File: src/rtl/store_buf_pkg.sv
// Shared types and constants for the store buffer: op encodings,
// the queued entry layout and the byte-enable patterns.
package store_buf_pkg;

    typedef enum logic [1:0] {
        ST_SW  = 2'b00,
        ST_SH  = 2'b01,
        ST_SB  = 2'b10,
        ST_RSV = 2'b11
    } st_op_e;

    typedef struct packed {
        logic [31:2] word_addr;
        logic [31:0] data;
        logic [3:0]  be;
    } sb_entry_t;

    localparam logic [3:0] BE_NONE    = 4'b0000;
    localparam logic [3:0] BE_WORD    = 4'b1111;
    localparam logic [3:0] BE_HALF_LO = 4'b0011;
    localparam logic [3:0] BE_HALF_HI = 4'b1100;
    localparam logic [3:0] BE_BYTE0   = 4'b0001;

endpackage

File: src/rtl/store_buffer_if.sv
// Bus bundle between the datapath/memory side (master) and the store
// buffer (slave): store request, flush/status, memory write port and
// the load-forwarding lookup.
interface store_buffer_if #(
    parameter int CW = 3
);
    logic          st_valid;
    logic [1:0]    st_op;
    logic [31:0]   st_addr;
    logic [31:0]   st_data;
    logic          st_ready;
    logic          st_err;
    logic          flush;
    logic          drained;
    logic [CW-1:0] count;
    logic          mem_wvalid;
    logic [31:2]   mem_addr;
    logic [31:0]   mem_wdata;
    logic [3:0]    mem_be;
    logic          mem_wready;
    logic [31:2]   ld_addr;
    logic          ld_hit;
    logic [31:0]   ld_data;
    logic [3:0]    ld_be;

    modport master (
        output st_valid, st_op, st_addr, st_data, flush, mem_wready, ld_addr,
        input  st_ready, st_err, drained, count, mem_wvalid, mem_addr,
               mem_wdata, mem_be, ld_hit, ld_data, ld_be
    );

    modport slave (
        input  st_valid, st_op, st_addr, st_data, flush, mem_wready, ld_addr,
        output st_ready, st_err, drained, count, mem_wvalid, mem_addr,
               mem_wdata, mem_be, ld_hit, ld_data, ld_be
    );
endinterface

File: src/rtl/store_lane_align.sv
// Combinational store alignment: places sw/sh/sb data on the proper
// byte lanes, builds byte enables and flags misaligned addresses.
// The reserved op is not judged here; the caller rejects it.
module store_lane_align
    import store_buf_pkg::*;
(
    input  st_op_e      op,
    input  logic [1:0]  addr_lo,
    input  logic [31:0] data,
    output logic [31:0] wdata,
    output logic [3:0]  be,
    output logic        misaligned
);

    // Replicate the narrow datum across lanes and pick enables by offset.
    always_comb begin
        wdata      = data;
        be         = BE_NONE;
        misaligned = 1'b0;
        case (op)
            ST_SW: begin
                be         = BE_WORD;
                misaligned = (addr_lo != 2'b00);
            end
            ST_SH: begin
                wdata      = {2{data[15:0]}};
                be         = addr_lo[1] ? BE_HALF_HI : BE_HALF_LO;
                misaligned = addr_lo[0];
            end
            ST_SB: begin
                wdata = {4{data[7:0]}};
                be    = BE_BYTE0 << addr_lo;
            end
            default: begin
                wdata = data;
            end
        endcase
    end

endmodule

File: src/rtl/store_buffer.sv
// Posted-write store buffer: aligns stores, queues up to DEPTH entries
// and drains them in order to data memory over valid/ready.
// Optional load forwarding is built when STORE_BUF_FWD_EN is defined;
// otherwise ld_hit/ld_data/ld_be are tied low and no comparators exist.
module store_buffer
    import store_buf_pkg::*;
#(
    parameter int DEPTH = 4,
    parameter int CW    = $clog2(DEPTH) + 1
)(
    input  logic          clk,
    input  logic          reset,
    store_buffer_if.slave bus
);

    localparam int PW = $clog2(DEPTH);

    sb_entry_t     entries_reg [DEPTH];
    logic [PW-1:0] head_reg;
    logic [PW-1:0] tail_reg;
    logic [CW-1:0] count_reg;
    logic [CW-1:0] count_next;
    logic          err_reg;

    logic [31:0]   al_data;
    logic [3:0]    al_be;
    logic          al_misaligned;
    logic          full;
    logic          ready;
    logic          bad_req;
    logic          enq;
    logic          rej;
    logic          deq;
    sb_entry_t     head_entry;

    store_lane_align u_align (
        .op         (st_op_e'(bus.st_op)),
        .addr_lo    (bus.st_addr[1:0]),
        .data       (bus.st_data),
        .wdata      (al_data),
        .be         (al_be),
        .misaligned (al_misaligned)
    );

    // Full blocks acceptance even if the head leaves this cycle.
    assign full    = (count_reg == CW'(DEPTH));
    assign ready   = !full && !bus.flush;
    assign bad_req = al_misaligned || (st_op_e'(bus.st_op) == ST_RSV);
    assign enq     = bus.st_valid && ready && !bad_req;
    assign rej     = bus.st_valid && ready && bad_req;
    assign deq     = (count_reg != '0) && bus.mem_wready;

    // Occupancy: simultaneous enqueue and dequeue cancel out.
    always_comb begin
        count_next = count_reg;
        case ({enq, deq})
            2'b10:   count_next = count_reg + 1'b1;
            2'b01:   count_next = count_reg - 1'b1;
            default: count_next = count_reg;
        endcase
    end

    // Pointers, count and the one-cycle reject pulse.
    always_ff @(posedge clk) begin
        if (reset) begin
            head_reg  <= '0;
            tail_reg  <= '0;
            count_reg <= '0;
            err_reg   <= 1'b0;
        end else begin
            if (enq) tail_reg <= tail_reg + 1'b1;
            if (deq) head_reg <= head_reg + 1'b1;
            count_reg <= count_next;
            err_reg   <= rej;
        end
    end

    // Entry storage; contents are meaningless outside the head..tail window.
    always_ff @(posedge clk) begin
        if (enq) begin
            entries_reg[tail_reg] <= '{word_addr: bus.st_addr[31:2],
                                       data:      al_data,
                                       be:        al_be};
        end
    end

    assign head_entry     = entries_reg[head_reg];
    assign bus.st_ready   = ready;
    assign bus.st_err     = err_reg;
    assign bus.drained    = (count_reg == '0);
    assign bus.count      = count_reg;
    assign bus.mem_wvalid = (count_reg != '0);
    assign bus.mem_addr   = head_entry.word_addr;
    assign bus.mem_wdata  = head_entry.data;
    assign bus.mem_be     = head_entry.be;

`ifdef STORE_BUF_FWD_EN
    logic [DEPTH-1:0] slot_match;
    logic             fwd_hit;
    logic [31:0]      fwd_data;
    logic [3:0]       fwd_be;

    // A slot is live when its age behind the head is below count;
    // the head still matches while it is being dequeued.
    generate
        for (genvar gi = 0; gi < DEPTH; gi++) begin : g_match
            logic [PW-1:0] age;
            assign age = PW'(gi) - head_reg;
            assign slot_match[gi] = ({1'b0, age} < count_reg) &&
                                    (entries_reg[gi].word_addr == bus.ld_addr);
        end
    endgenerate

    // Walk oldest to youngest so the youngest matching entry wins.
    always_comb begin
        fwd_hit  = 1'b0;
        fwd_data = '0;
        fwd_be   = '0;
        for (int i = 0; i < DEPTH; i++) begin
            if (slot_match[head_reg + PW'(i)]) begin
                fwd_hit  = 1'b1;
                fwd_data = entries_reg[head_reg + PW'(i)].data;
                fwd_be   = entries_reg[head_reg + PW'(i)].be;
            end
        end
    end

    assign bus.ld_hit  = fwd_hit;
    assign bus.ld_data = fwd_data;
    assign bus.ld_be   = fwd_be;
`else
    logic unused_ld_addr;
    assign unused_ld_addr = ^bus.ld_addr;
    assign bus.ld_hit  = 1'b0;
    assign bus.ld_data = '0;
    assign bus.ld_be   = '0;
`endif

endmodule

File: src/flat_wrapper.sv
// flat-port wrapper written by rule: the top's interface ports become plain ports
module store_buffer_flat import store_buf_pkg::*;
#(
    parameter int DEPTH = 4,
    parameter int CW    = $clog2(DEPTH) + 1
)
  (clk, reset, bus_st_valid, bus_st_op, bus_st_addr, bus_st_data, bus_flush, bus_mem_wready, bus_ld_addr, bus_st_ready, bus_st_err, bus_drained, bus_count, bus_mem_wvalid, bus_mem_addr, bus_mem_wdata, bus_mem_be, bus_ld_hit, bus_ld_data, bus_ld_be);
  store_buffer_if #(.CW(CW)) bus_i ();
  input  logic clk;
  input  logic reset;
  input wire logic [$bits(bus_i.st_valid)-1:0] bus_st_valid;
  input wire logic [$bits(bus_i.st_op)-1:0] bus_st_op;
  input wire logic [$bits(bus_i.st_addr)-1:0] bus_st_addr;
  input wire logic [$bits(bus_i.st_data)-1:0] bus_st_data;
  input wire logic [$bits(bus_i.flush)-1:0] bus_flush;
  input wire logic [$bits(bus_i.mem_wready)-1:0] bus_mem_wready;
  input wire logic [$bits(bus_i.ld_addr)-1:0] bus_ld_addr;
  output wire logic [$bits(bus_i.st_ready)-1:0] bus_st_ready;
  output wire logic [$bits(bus_i.st_err)-1:0] bus_st_err;
  output wire logic [$bits(bus_i.drained)-1:0] bus_drained;
  output wire logic [$bits(bus_i.count)-1:0] bus_count;
  output wire logic [$bits(bus_i.mem_wvalid)-1:0] bus_mem_wvalid;
  output wire logic [$bits(bus_i.mem_addr)-1:0] bus_mem_addr;
  output wire logic [$bits(bus_i.mem_wdata)-1:0] bus_mem_wdata;
  output wire logic [$bits(bus_i.mem_be)-1:0] bus_mem_be;
  output wire logic [$bits(bus_i.ld_hit)-1:0] bus_ld_hit;
  output wire logic [$bits(bus_i.ld_data)-1:0] bus_ld_data;
  output wire logic [$bits(bus_i.ld_be)-1:0] bus_ld_be;
  assign bus_i.st_valid = bus_st_valid;
  assign bus_i.st_op = bus_st_op;
  assign bus_i.st_addr = bus_st_addr;
  assign bus_i.st_data = bus_st_data;
  assign bus_i.flush = bus_flush;
  assign bus_i.mem_wready = bus_mem_wready;
  assign bus_i.ld_addr = bus_ld_addr;
  assign bus_st_ready = bus_i.st_ready;
  assign bus_st_err = bus_i.st_err;
  assign bus_drained = bus_i.drained;
  assign bus_count = bus_i.count;
  assign bus_mem_wvalid = bus_i.mem_wvalid;
  assign bus_mem_addr = bus_i.mem_addr;
  assign bus_mem_wdata = bus_i.mem_wdata;
  assign bus_mem_be = bus_i.mem_be;
  assign bus_ld_hit = bus_i.ld_hit;
  assign bus_ld_data = bus_i.ld_data;
  assign bus_ld_be = bus_i.ld_be;
  store_buffer #(.DEPTH(DEPTH), .CW(CW)) u_core (.clk(clk), .reset(reset), .bus(bus_i));
endmodule
File: config.mk
export PLATFORM = sky130hd
export DESIGN_NAME = store_buffer_flat
export DESIGN_NICKNAME = d
export VERILOG_FILES = /design/src/rtl/store_buf_pkg.sv /design/src/rtl/store_buffer_if.sv /design/src/rtl/store_lane_align.sv /design/src/rtl/store_buffer.sv /design/src/flat_wrapper.sv
export SDC_FILE = /design/constraint.sdc
export NUM_CORES = 1
export LEC_CHECK = 0
export ABC_AREA = 1
export CORE_MARGIN = 10
export CORE_UTILIZATION = 43
export CTS_BUF_LIST = sky130_fd_sc_hd__clkbuf_8
export DETAILED_ROUTE_END_ITERATION = 7
export GPL_TIMING_DRIVEN = 1
export PLACE_DENSITY = 0.77
export SYNTH_ARGS = -nofsm -noshare
export SYNTH_HDL_FRONTEND = slang
export SYNTH_SLANG_ARGS = --single-unit
export TNS_END_PERCENT = 50
File: constraint.sdc
create_clock -name clk -period 7.7 [get_ports clk]
set_clock_uncertainty 0.1 [all_clocks]
set_input_delay 1.155 -clock clk [delete_from_list [all_inputs] [get_ports clk]]
set_output_delay 1.155 -clock clk [all_outputs]
set_load 0.005 [all_outputs]
# == Word level (Yosys, flattened, before mapping) ==
# Memory sizes are Yosys's and may differ from the RTL's. A register that Yosys moved wholly into a read port is not among the register bits.
# Index checks and enable logic that the tools add are counted.
# op_classes
eq_ne,6
reduce_logical,14
shift,1
muxes,9
n_addsub,4
# op_table
cell,n
one-hot mux 32 bit (2 select lines),1
one-hot mux 4 bit (3 select lines),1
"equality test 2 bit, second input constant",3
one-hot mux 3 bit (2 select lines),1
logical AND 1 bit,5
"adder 2 x 1 -> 2 bit, second input constant",2
"equality test 2 x 1 -> 1 bit, second input constant",2
2-to-1 mux 2 bit,2
2-to-1 mux 4 bit,1
nonzero test 2 bit,2
"<< shifter 1 x 2 -> 4 bit, first input constant",1
"adder 3 x 1 -> 3 bit, second input constant",1
"equality test 3 bit, second input constant",1
zero test 1 bit,3
zero test 3 bit,1
nonzero test 3 bit,1
"subtractor 3 x 1 -> 3 bit, second input constant",1
zero test 2 bit,1
2-to-1 mux 1 bit,2
one-hot mux 1 bit (2 select lines),1
logical OR 1 bit,1
# totals
word_cells,39
input_bits,101
memories,1
ff_bits,8
output_inout_bits,110
mem_bits_rw,264
# memory_table
memory,depth,word_bits,read_ports,rd_clocked_by_memory_dff,wr,line,text
u_core.entries_reg,4,66,1,1,1,store_buffer.sv:18,sb_entry_t entries_reg [DEPTH];

# == Longest topological paths before layout ==
# Gate-level depths: netlist of run 1.
# logic_depth
ltp_word,7
depth_mapped,15
mapped_depth_nobuf,15

# == By module ==
# Synthesis of run 1 repeated with hierarchy kept, for this count alone.
# unflattened
hier_cells,874
area_unflattened_um2,11808.8
# by_module_without_submodules
mod,cells_per_inst,n_inst,seq_area_each_um2,area_per_inst_um2
store_buffer,749,1,8127.8,11190.7
store_lane_align,125,1,0.0,618.1

# == Worst setup path after synthesis of run 1 ==
# OpenSTA, ideal clock, no wires.
# synth_path
path_kind,input-to-reg
from,input bus_st_op[1]
to,memory u_core.entries_reg[0][0] in the netlist's numbering (enable)
t_arrival_ns,4.636
cell_stages,9
t_required_ns,7.110
setup_slack_ns,2.474
cell_sequence,inv_1 > ha_1 > nand2_1 > nand2_1 > nand2_1 > nand2_1 > nor2_1 > inv_2 > nor2_1
# synth_via
elab_chain_cells,7
# synth_rtl
element,line,text
start: declaration,flat_wrapper.sv:12,input wire logic [$bits(bus_i.st_op)-1:0] bus_st_op;
equality test 2 x 1 -> 1 bit / zero test 2 bit (equally long branches),store_lane_align.sv:20,case (op)
one-hot mux 1 bit (2 select lines),store_lane_align.sv:20,
logical OR 1 bit (*),store_buffer.sv:48,assign bad_req = al_misaligned || (st_op_e'(bus.st_op) == ST_RSV);
zero test 1 bit (*),store_buffer.sv:49,assign enq = bus.st_valid && ready && !bad_req;
logical AND 1 bit (*),store_buffer.sv:49,
2-to-1 mux 1 bit (*),store_buffer.sv:80,if (enq) begin
2-to-1 mux 1 bit (not written as such) (*),store_buffer.sv:81,"entries_reg[tail_reg] <= '{word_addr: bus.st_addr[31:2],"
end: declaration,store_buffer.sv:18,
# Every way passes the cells marked *; elsewhere a longest branch is shown, timed or not.

==> results.md, run 1 <==
* Outcome: completed
* Hold crit path type: flip-flop to flip-flop
* Primary flip-flop cell chosen by synthesis mapping: sky130_fd_sc_hd__edfxtp_1
* IR drop worst, VDD at 0.121 mV
* Mean post-synth cell area at 13.8 um2
* Commonest cells in the synthesized netlist: sky130_fd_sc_hd__edfxtp_1 (264), sky130_fd_sc_hd__o21ai_0 (138), sky130_fd_sc_hd__nor2_1 (101)
* Largest area contributor in the netlist: sky130_fd_sc_hd__edfxtp_1
* Proportion of netlist area held by the largest area contributor at 67.9%
* Root Driver: sky130_fd_sc_hd__clkbuf_8
* Half-perimeter wire length of the detailed placement result at 15800 um
* Number of antenna diodes at 0
* Count of flip-flops with a built-in enable after synthesis at 264
* FMAX at 205 MHz
* DIE AREA at 34200 um2
* Max stage delay on crit path at 780 ps
* DR vias/cell at 5.21
* DRT antenna net count at 0
* # DRC at 0
* Overflow after GRT at 0
* Clock insertion delay at the later pin of the skew report at 540 ps
* Worst-case setup margin in the final layout at 2820 ps
* Post-route design area at 13900 um2
* Layout Nets at 1105
* Die width at 185 um
* Die Height at 185 um
* Pin count of the biggest net entering global routing at 80
* Required time reported for the critical path endpoint at 6440 ps
* Row count at 60
* MaxCap Viol Count at 0
* Sequential cell area fraction in the yosys report at 69.6%
* End-of-flow core utilization at 51.8%
* Detailed Routing Iterations Pass 1 at 5
* Antenna violations before repair at 0
* CTS-repair resized insts at 0
* Area grow syn2layout at 19.2%
* Max-Slew Margin vs Limit at 23.5%
* Most frequent cell after synthesis: sky130_fd_sc_hd__edfxtp_1
* Gpl congestion at 0.821
* Vias in the first global route at 7140
* Final cell count without fillers at 1361
* Routed WL per cell at 18.8 um
* Shortest period the worst path allows at 4880 ps
* TritonCTS clock tree: yes
* Number of warnings printed during yosys synthesis at 0
* Family with the most delay on the worst path: buffers and inverters
* Clock-pin slew reported for the worst setup and hold paths after clock tree synthesis at 60 ps
* Share of final-layout standard cells stronger than drive strength 1 at 15.6%
* Via count at 7087
* Buffers on Ports at 143
* Worst slack after detailed placement at 2990 ps
* Area of the core at 26900 um2
* Unrepaired setup endpoints after global routing: no
* Final hold violations at 0
* Io pins at 211
* Post-synthesis cell count at 845
* Placed inst area at 13200 um2
* Total CTS buffers at 43
* Max-slew violations at 0
* Final wirelength at 25600 um
* Iter 0 DRT Violations at 482
* Post-synthesis cell type count at 30
* Count of final setup violators at 0
* TritonCTS sink count at 274
* Critical Path Sink Type: output port
* Pin slew with the least headroom to its limit at 1140 ps
* Fill cell instance count of the final layout at 2257
* Quantity of hold-fixing buffers added after cts at 0
* Placed instance count at 1290
* Worst Path Buf+Inv at 3
* Portion of the clock cycle consumed by the worst path in the final layout at 63.4%
* Largest register FFs at 264
* Post-CTS setup repair buffer count at 0
* Total leakage power at 4.74 nW
* Total power divided by cell area at 251 nW/um2
* Synthesis-stage register bit count at 274
* Worst-path cell chain: inv_6 -> buf_4 -> nor2_1 -> o22ai_1 -> clkdlybuf4s50_1
* Global router's overall resource usage at 14.6%
* CTS H-Tree Depth at 2
* Area contributors post-synth: sky130_fd_sc_hd__edfxtp_1 (68%), sky130_fd_sc_hd__o21ai_0 (5.9%), sky130_fd_sc_hd__o22ai_2 (4.3%)
* Share of flip-flops with an asynchronous set or reset after synthesis at 0%
* Max Buffers Root-to-Sink at 3
* Largest fanout of any net on the critical path at 79
* Highest-delay cell along the critical path: sky130_fd_sc_hd__inv_6
* WS Path Type: flip-flop to output port
* Netlist area before placement at 11700 um2
* Wire length of the first global-routing pass at 38900 um
* TNS Setup at 0 ps
* Data arrival time at the worst-slack endpoint at 3620 ps
* Launching element type of the critical path: flip-flop
* Effective utilization at floorplan at 43.5%
[placed cells by master (no fill, tap or decap), types with 2 or more instances in the layout]
cell type / netlist / routed
sky130_fd_sc_hd__o21ai_2: 4 / 4
sky130_fd_sc_hd__nand2_1: 21 / 21
sky130_fd_sc_hd__ha_1: 9 / 9
sky130_fd_sc_hd__a31oi_1: 2 / 2
sky130_fd_sc_hd__clkdlybuf4s50_1: 0 / 143
sky130_fd_sc_hd__nor2_2: 6 / 6
sky130_fd_sc_hd__o22ai_1: 34 / 34
sky130_fd_sc_hd__nor2_1: 101 / 97
sky130_fd_sc_hd__o21ai_1: 10 / 10
sky130_fd_sc_hd__inv_1: 46 / 61
sky130_fd_sc_hd__a32oi_1: 8 / 8
sky130_fd_sc_hd__clkbuf_8: 0 / 43
sky130_fd_sc_hd__clkinv_2: 0 / 2
sky130_fd_sc_hd__nor2_4: 40 / 44
sky130_fd_sc_hd__dfxtp_1: 10 / 8
sky130_fd_sc_hd__nand3_1: 8 / 8
sky130_fd_sc_hd__clkinv_1: 0 / 7
sky130_fd_sc_hd__buf_4: 38 / 9
sky130_fd_sc_hd__inv_6: 1 / 3
sky130_fd_sc_hd__inv_2: 4 / 4
sky130_fd_sc_hd__o22ai_2: 40 / 40
sky130_fd_sc_hd__o21ai_0: 138 / 138
sky130_fd_sc_hd__a21oi_1: 10 / 10
sky130_fd_sc_hd__conb_1: 1 / 37
sky130_fd_sc_hd__edfxtp_1: 264 / 264
[metal layers]
layer  vias up  wire length (um)  global-route usage, %
li1       3312                 -                      -
met1      3446             10500                   17.9
met2       289             12000                   24.2
met3        40              2500                   4.17
met4         0               546                   4.58
met5         -                 0                      0
[per-stage QoR]
stage	hold WS, ps	power (mW)
floorplan	382	2.15
global placement	392	2.45
finish	419	3.50
global route	453	3.66
detailed placement	400	2.46
CTS	419	3.54
[worst paths after layout]
| check | startpoint | end | slack, ps | cells after the start |
|---|---|---|---|---|
| max | flip-flop | bus_mem_addr[21] | 2820 | 5 |
| min | u_core.head_reg[0] | flip-flop | 420 | 2 |
| max reg2reg | u_core.bus.count[1] | u_core.entries_reg[3][5] | 4660 | 7 |
| min reg2reg | u_core.head_reg[0] | flip-flop | 420 | 2 |
[kinds of logic after synthesis]
group	Yosys count	synth area share, %
AOI/OAI and AO/OA	247	13.9
adders and majority gates	10	1.14
and+or+nand+nor	178	8.54
buffers and inverters	135	6.75
DFF	274	69.6
other	1	0.0321
[worst min-delay path: stages, from the launching register on]
cell and delay [ps]:
sky130_fd_sc_hd__dfxtp_1 310, sky130_fd_sc_hd__inv_1 100, sky130_fd_sc_hd__a21oi_1 70
[layout make-up]
type	count	area, um2	area share [%]
Inverter	51	196	1.41
Sequential cell	274	8130	58.4
Tap cell	341	427	3.06
Clock buffer	43	592	4.25
Timing Repair Buffer	152	1500	10.8
Clock inverter	28	151	1.09
Multi-Input combinational cell	472	2930	21.0
[report_power, final]
part / total (mW) / internal [mW] / switching (mW) / leakage [nW]
Combinational: 0.701 / 0.320 / 0.381 / 1.82
Clock: 1.07 / 0.554 / 0.521 / 0.437
Sequential: 1.72 / 1.69 / 0.0345 / 2.48
(Power assumes the default switching activity.)
==> run 2: changes to the inputs <==
--- a/config.mk
+++ b/config.mk
@@ -11,7 +11,7 @@
 export CTS_BUF_LIST = sky130_fd_sc_hd__clkbuf_8
 export DETAILED_ROUTE_END_ITERATION = 7
 export GPL_TIMING_DRIVEN = 1
-export PLACE_DENSITY = 0.77
+export PLACE_DENSITY = 0.8
 export SYNTH_ARGS = -nofsm -noshare
 export SYNTH_HDL_FRONTEND = slang
 export SYNTH_SLANG_ARGS = --single-unit
==> constraint.sdc (replaced) <==
create_clock -name clk -period 4.3 [get_ports clk]
set_clock_uncertainty 0.1 [all_clocks]
set_input_delay 0.645 -clock clk [delete_from_list [all_inputs] [get_ports clk]]
set_output_delay 0.645 -clock clk [all_outputs]
set_load 0.005 [all_outputs]
==> run 2 against run 1 <==
Hold slack got worse by 11 ps. Non-clock buffer count rose by 5. Cell area grew 1.3%. Worst setup slack lost 2200 ps. Core utilization is 0.66 points higher. Sequential power rose by 79%. Clock power grew 90%. Die area unchanged. Global-route usage fell by 0.23 points. First-iteration DRC count decreased by 0.21%. Cell count up 0.66%. Wire length fell by 1.1%. Largest power group unchanged.
==> results.md, run 2 (synthesized netlist as in run 1, its figures left out) <==
* Outcome: completed
* Clock-pin slew reported for the worst setup and hold paths after clock tree synthesis at 60 ps (about the same)
* DR vias/cell at 5.18 (-0.60%)
* Max Buffers Root-to-Sink at 3 (unchanged)
* DIE AREA at 34200 um2 (unchanged)
* Post-CTS setup repair buffer count at 0 (unchanged)
* Worst slack after detailed placement at 934 ps (-2050 ps)
* Final hold violations at 0 (unchanged)
* Buffers on Ports at 143 (unchanged)
* TritonCTS sink count at 274 (unchanged)
* Count of final setup violators at 0 (unchanged)
* Register-to-register setup slack at 2030 ps (-2630 ps)
* TritonCTS clock tree: yes
* Overflow after GRT at 0 (unchanged)
* Row count at 60 (unchanged)
* Critical Path Sink Type: output port
* Length in cells of the worst reg-to-reg path at 7 (unchanged)
* Hold crit path type: flip-flop to flip-flop
* Half-perimeter wire length of the detailed placement result at 15500 um (-1.5%)
* Shortest period the worst path allows at 3720 ps
* Via count at 7091 (+0.056%)
* Vias in the first global route at 7031 (-1.5%)
* Global router's overall resource usage at 14.3% (-0.23 points)
* Wire length of the first global-routing pass at 37800 um (-2.7%)
* Final cell count without fillers at 1370 (+0.66%)
* Total leakage power at 4.81 nW (+1.5%)
* Total CTS buffers at 44 (+2.3%)
* Worst Path Buf+Inv at 3 (unchanged)
* CTS H-Tree Depth at 2 (unchanged)
* Largest fanout of any net on the critical path at 69 (-13%)
* Clk network pwr share at 31.8% (+1.1 points)
* CTS-repair resized insts at 0 (unchanged)
* Largest register FFs at 264 (unchanged)
* Worst-case setup margin in the final layout at 579 ps (-2240 ps)
* Number of antenna diodes at 0 (unchanged)
* Max-Slew Margin vs Limit at 45.8% (+22 points)
* TNS Setup at 0 ps (unchanged)
* Area of the core at 26900 um2 (unchanged)
* Max-slew violations at 0 (unchanged)
* Worst-path cell chain: inv_6 -> buf_4 -> o21ai_0 -> o22ai_1 -> clkdlybuf4s50_1
* Combinational cell fraction of total power at 20.0% (about the same)
* Clock insertion delay at the later pin of the skew report at 530 ps (about the same)
* Unrepaired setup endpoints after global routing: no
* NetSw at 1.70 mW (+81%)
* Gpl congestion at 0.865 (+5.3%)
* Commonest non-fill, non-tap cells in the layout: sky130_fd_sc_hd__edfxtp_1 (264), sky130_fd_sc_hd__clkdlybuf4s50_1 (143), sky130_fd_sc_hd__o21ai_0 (138)
* Fraction of power spent switching nets at 26.6% (-0.17 points)
* Cell count along the critical path at 5 (unchanged)
* IR drop worst, VDD at 0.232 mV (+91%)
* FMAX at 269 MHz
* Max stage delay on crit path at 550 ps (-230 ps)
* Layout Nets at 1111 (+0.54%)
* Total power divided by cell area at 453 nW/um2 (+80%)
* Die Height at 185 um (unchanged)
* Io pins at 211 (unchanged)
* Final wirelength at 25300 um (-1.1%)
* Worst reg2reg path startpoint: u_core.bus.count[1]
* Placed instance count at 1295 (+0.39%)
* Detailed Routing Iterations Pass 1 at 5 (unchanged)
* Portion of the clock cycle consumed by the worst path in the final layout at 86.5%
* WS Path Type: flip-flop to output port
* Launching element type of the critical path: flip-flop
* Iter 0 DRT Violations at 481 (-0.21%)
* End point of the critical path: bus_mem_addr[10]
* Quantity of hold-fixing buffers added after cts at 0 (unchanged)
* Internal cell power at 4.69 mW (+83%)
* Antenna violations before repair at 0 (unchanged)
* Die width at 185 um (unchanged)
* End-of-flow core utilization at 52.5% (+0.66 points)
* Pin count of the biggest net entering global routing at 70 (-13%)
* Highest-delay cell along the critical path: sky130_fd_sc_hd__inv_6
* Portion of total power attributed to sequential cells at 48.2% (-1.0 points)
* Routed WL per cell at 18.5 um (-1.7%)
* Effective utilization at floorplan at 43.5% (unchanged)
* MaxCap Viol Count at 0 (unchanged)
* Family with the most delay on the worst path: buffers and inverters
* DRT antenna net count at 0 (unchanged)
* Pin slew with the least headroom to its limit at 804 ps (-341 ps)
* Area grow syn2layout at 20.8%
* # DRC at 0 (unchanged)
* Share of final-layout standard cells stronger than drive strength 1 at 16.3% (+0.74 points)
* Endpoint of the lowest-slack register-to-register path: u_core.entries_reg[0][46]
* Fill cell instance count of the final layout at 2193 (-2.8%)
* Data arrival time at the worst-slack endpoint at 2980 ps (-640 ps)
* Required time reported for the critical path endpoint at 3560 ps (-2880 ps)
* Root Driver: sky130_fd_sc_hd__clkbuf_8
* Most common library cell in the layout ignoring fill and taps: sky130_fd_sc_hd__edfxtp_1
==> run 2: cell count changes in the layout (fill, tap and decap cells not counted), sizes merged <==
| cell | previous run | this run |
|---|---|---|
| bufinv | 1 | 2 |
| inv | 69 | 67 |
| clkinvlp | 0 | 1 |
| buf | 9 | 14 |
| clkbuf | 43 | 44 |
| clkinv | 9 | 12 |
==> run 2: per-stage QoR <==
| stage | power [mW] | hold slack (ps) | cell area (um2) |
|---|---|---|---|
| final | 6.39 | 408 | 14100 |
| after global routing | 6.71 | 434 | 14100 |
| after CTS | 6.47 | 406 | 14100 |
| after detailed placement | 4.43 | 387 | 13300 |
| after global placement | 4.40 | 387 | 13300 |
| after floorplan | 3.86 | 382 | 11800 |
==> run 2: power groups by stage <==
stage	Clock (mW)	Combinational, mW	Sequential, mW
3_3_place_gp	0	1.27	3.13
3_5_place_dp	0	1.29	3.14
2_1_floorplan	0	0.755	3.10
6_report	2.03	1.28	3.08
5_1_grt	2.23	1.39	3.09
4_1_cts	2.09	1.30	3.08
==> run 2: routing by layer <==
layer / track usage [%] / part of all wire, % / routed length (um)
met3: 3.92 / 8.8 / 2220
met4: 5.04 / 2.0 / 503
met2: 23.3 / 47 / 11800
met1: 18.0 / 43 / 10800
met5: 0 / 0 / 0
==> run 2: worst register-to-register path, cell delays in order (launching register included) <==
cell                      delay (ps)
sky130_fd_sc_hd__dfxtp_1         370
sky130_fd_sc_hd__inv_2            70
sky130_fd_sc_hd__nand3_1         100
sky130_fd_sc_hd__nand3_1         110
sky130_fd_sc_hd__nor2_1          230
sky130_fd_sc_hd__inv_2           150
sky130_fd_sc_hd__nor2_4          510
sky130_fd_sc_hd__buf_12          280
==> run 2: final cells by class <==
class | count | area [um2] | area share, %
clock buffers | 44 | 606 | 4.29
clock inverters | 31 | 190 | 1.35
inverters | 51 | 196 | 1.39
multi-input cells | 472 | 2930 | 20.8
flip-flops and latches | 274 | 8130 | 57.7
well taps | 341 | 427 | 3.03
repair buffers | 157 | 1620 | 11.5
==> run 2: worst min path at each step <==
stage	from	end	slack [ps]	cells past startpoint
after floorplan	u_core.head_reg[0]	flip-flop	380	2
after global placement	u_core.head_reg[0]	flip-flop	390	2
after detailed placement	u_core.bus.count[2]	u_core.bus.count[2]	390	2
after CTS	u_core.bus.count[2]	u_core.bus.count[2]	410	2
after global routing	u_core.bus.count[2]	u_core.bus.count[2]	430	2
final	u_core.bus.count[2]	u_core.bus.count[2]	410	2
==> run 3: changes to the inputs <==
--- a/config.mk
+++ b/config.mk
@@ -10,8 +10,9 @@
 export CORE_UTILIZATION = 43
 export CTS_BUF_LIST = sky130_fd_sc_hd__clkbuf_8
 export DETAILED_ROUTE_END_ITERATION = 7
+export DONT_BUFFER_PORTS = 1
 export GPL_TIMING_DRIVEN = 1
-export PLACE_DENSITY = 0.8
+export PLACE_DENSITY = 0.7
 export SYNTH_ARGS = -nofsm -noshare
 export SYNTH_HDL_FRONTEND = slang
 export SYNTH_SLANG_ARGS = --single-unit
==> run 3 against run 2 <==
Cell area decreased by 11%. Combinational power decreased by 33%. Critical endpoint is now bus_mem_addr[12]. Highest routed layer unchanged. Non-clock buffer count down 143. Wire length is 1.8% lower. Clock power decreased by 3%. Critical path type unchanged.
==> results.md, run 3 (synthesized netlist as in run 1, its figures left out) <==
* Seq. cell area at 8130 um2 (unchanged)
* TritonCTS sink count at 274 (unchanged)
* Area taken by multi-input logic gates at 2930 um2 (unchanged)
* Total leakage power at 4.22 nW (-12%)
* Commonest non-fill, non-tap cells in the layout: sky130_fd_sc_hd__edfxtp_1 (264), sky130_fd_sc_hd__o21ai_0 (138), sky130_fd_sc_hd__nor2_1 (97)
* Number of antenna diodes at 0 (unchanged)
* Placed instance count at 1152 (-11%)
* Die width at 185 um (unchanged)
* DR vias/cell at 5.28 (+2.0%)
* Max Buffers Root-to-Sink at 3 (unchanged)
* Pin slew with the least headroom to its limit at 904 ps (+99.7 ps)
* Outcome: completed
* FMAX at 299 MHz (+11%)
* Gpl congestion at 0.744 (-14%)
* MaxCap Viol Count at 0 (unchanged)
* End-of-flow core utilization at 46.8% (-5.7 points)
* Required time reported for the critical path endpoint at 3560 ps (about the same)
* Routed WL per cell at 20.3 um (+9.9%)
* Family with the most delay on the worst path: buffers and inverters
* Max-Slew Margin vs Limit at 39.1% (-6.7 points)
* Via count at 6460 (-8.9%)
* Largest register FFs at 264 (unchanged)
* Iter 0 DRT Violations at 510 (+6.0%)
* Critical Path Sink Type: output port
* Portion of the clock cycle consumed by the worst path in the final layout at 77.7% (-8.8 points)
* Vias in the first global route at 6348 (-9.7%)
* Die Height at 185 um (unchanged)
* Final wirelength at 24900 um (-1.8%)
* # DRC at 0 (unchanged)
* Quantity of hold-fixing buffers added after cts at 0 (unchanged)
* Fill cell instance count of the final layout at 2364 (+7.8%)
* Max-slew violations at 0 (unchanged)
* Final hold violations at 0 (unchanged)
* TNS Setup at 0 ps (unchanged)
* Launching element type of the critical path: flip-flop
* Count of final setup violators at 0 (unchanged)
* Worst-path cell chain: inv_6 -> buf_4 -> o21ai_0 -> o22ai_1
* WS Path Type: flip-flop to output port
* Final cell count without fillers at 1224 (-11%)
* Share of final-layout standard cells stronger than drive strength 1 at 18.8% (+2.5 points)
* Clock-pin slew reported for the worst setup and hold paths after clock tree synthesis at 60 ps (about the same)
* TritonCTS clock tree: yes
* Clock insertion delay at the later pin of the skew report at 540 ps (about the same)
* DRT antenna net count at 0 (unchanged)
* Overflow after GRT at 0 (unchanged)
* Global router's overall resource usage at 14.2% (-0.14 points)
* Shortest period the worst path allows at 3340 ps (-378 ps)
* CTS H-Tree Depth at 2 (unchanged)
* CTS-repair resized insts at 0 (unchanged)
* Hold crit path type: input port to flip-flop
* Post-CTS setup repair buffer count at 0 (unchanged)
* Area grow syn2layout at 7.63%
* Effective utilization at floorplan at 43.5% (unchanged)
* Row count at 60 (unchanged)
* Layout Nets at 968 (-13%)
* IR drop worst, VDD at 0.277 mV (+19%)
* Worst-case setup margin in the final layout at 957 ps (+378 ps)
* Unrepaired setup endpoints after global routing: no
* Detailed Routing Iterations Pass 1 at 4 (-1)
* Worst hold-check slack at 67.6 ps (-340 ps)
* Area of the core at 26900 um2 (unchanged)
* Total CTS buffers at 44 (unchanged)
* Half-perimeter wire length of the detailed placement result at 15100 um (-2.8%)
* Pin count of the biggest net entering global routing at 79 (+13%)
* Largest fanout of any net on the critical path at 71 (+2.9%)
* DIE AREA at 34200 um2 (unchanged)
* Highest-delay cell along the critical path: sky130_fd_sc_hd__inv_6
* Wire length of the first global-routing pass at 37300 um (-1.4%)
* Data arrival time at the worst-slack endpoint at 2600 ps (-380 ps)
* Buffers on Ports at 0 (-100%)
* Max stage delay on crit path at 670 ps (+120 ps)
* Worst Path Buf+Inv at 2 (-1)
* Total power divided by cell area at 470 nW/um2 (+3.7%)
* Worst slack after detailed placement at 1410 ps (+477 ps)
* Root Driver: sky130_fd_sc_hd__clkbuf_8
* Most common library cell in the layout ignoring fill and taps: sky130_fd_sc_hd__edfxtp_1
* Antenna violations before repair at 0 (unchanged)
* Io pins at 211 (unchanged)
-- run 3: cell types whose count changed in the layout (fill, tap and decap cells not counted) --
cell	before	now
sky130_fd_sc_hd__clkdlybuf4s50_1	143	0
sky130_fd_sc_hd__buf_12	7	2
sky130_fd_sc_hd__buf_4	7	12
sky130_fd_sc_hd__clkinv_1	8	6
sky130_fd_sc_hd__inv_6	2	4
sky130_fd_sc_hd__bufinv_16	2	1
sky130_fd_sc_hd__clkinv_2	4	3
sky130_fd_sc_hd__clkinvlp_4	1	0
sky130_fd_sc_hd__inv_1	60	61
sky130_fd_sc_hd__inv_8	1	0
-- run 3: metrics by stage --
step                      power [mW]  cell area [um2]
after floorplan                 3.86            11800
after global placement          4.00            11800
after detailed placement        4.02            11800
after CTS                       6.00            12600
after global routing            6.20            12600
final                           5.91            12600
-- run 3: final timing paths --
kind	from	endpoint	slack (ps)	cells past startpoint
setup / recovery	flip-flop	bus_mem_addr[12]	960	4
hold / removal	reset	u_core.bus.count[1]	70	1
setup reg to reg	u_core.bus.count[1]	u_core.bus.count[2]	2010	12
hold reg to reg	u_core.head_reg[0]	u_core.head_reg[0]	430	2
-- run 3: layout make-up --
cell class / count / share of cell area (%)
well taps: 341 / 3.39
clock buffers: 44 / 4.82
clock inverters: 28 / 1.19
inverters: 51 / 1.56
repair buffers: 14 / 1.04
multi-input cells: 472 / 23.3
flip-flops and latches: 274 / 64.7
-- run 3: power by group --
| part | leakage [nW] | internal (mW) | total [mW] | switching, mW |
|---|---|---|---|---|
| sequential | 2.48 | 3.02 | 3.09 | 0.0639 |
| combinational | 1.30 | 0.243 | 0.852 | 0.609 |
| clock | 0.445 | 1.01 | 1.97 | 0.954 |
| total | 4.22 | 4.28 | 5.91 | 1.63 |
-- run 3: layer usage --
metal / global-route usage, % / vias to the layer above / routed length (um) / part of all wire [%]
met3: 5.94 / 38 / 3040 / 12
met4: 4.19 / 0 / 434 / 1.7
li1: - / 3039 / - / -
met5: 0 / - / 0 / 0
met1: 18.4 / 3109 / 10500 / 42
met2: 21.3 / 274 / 10900 / 44
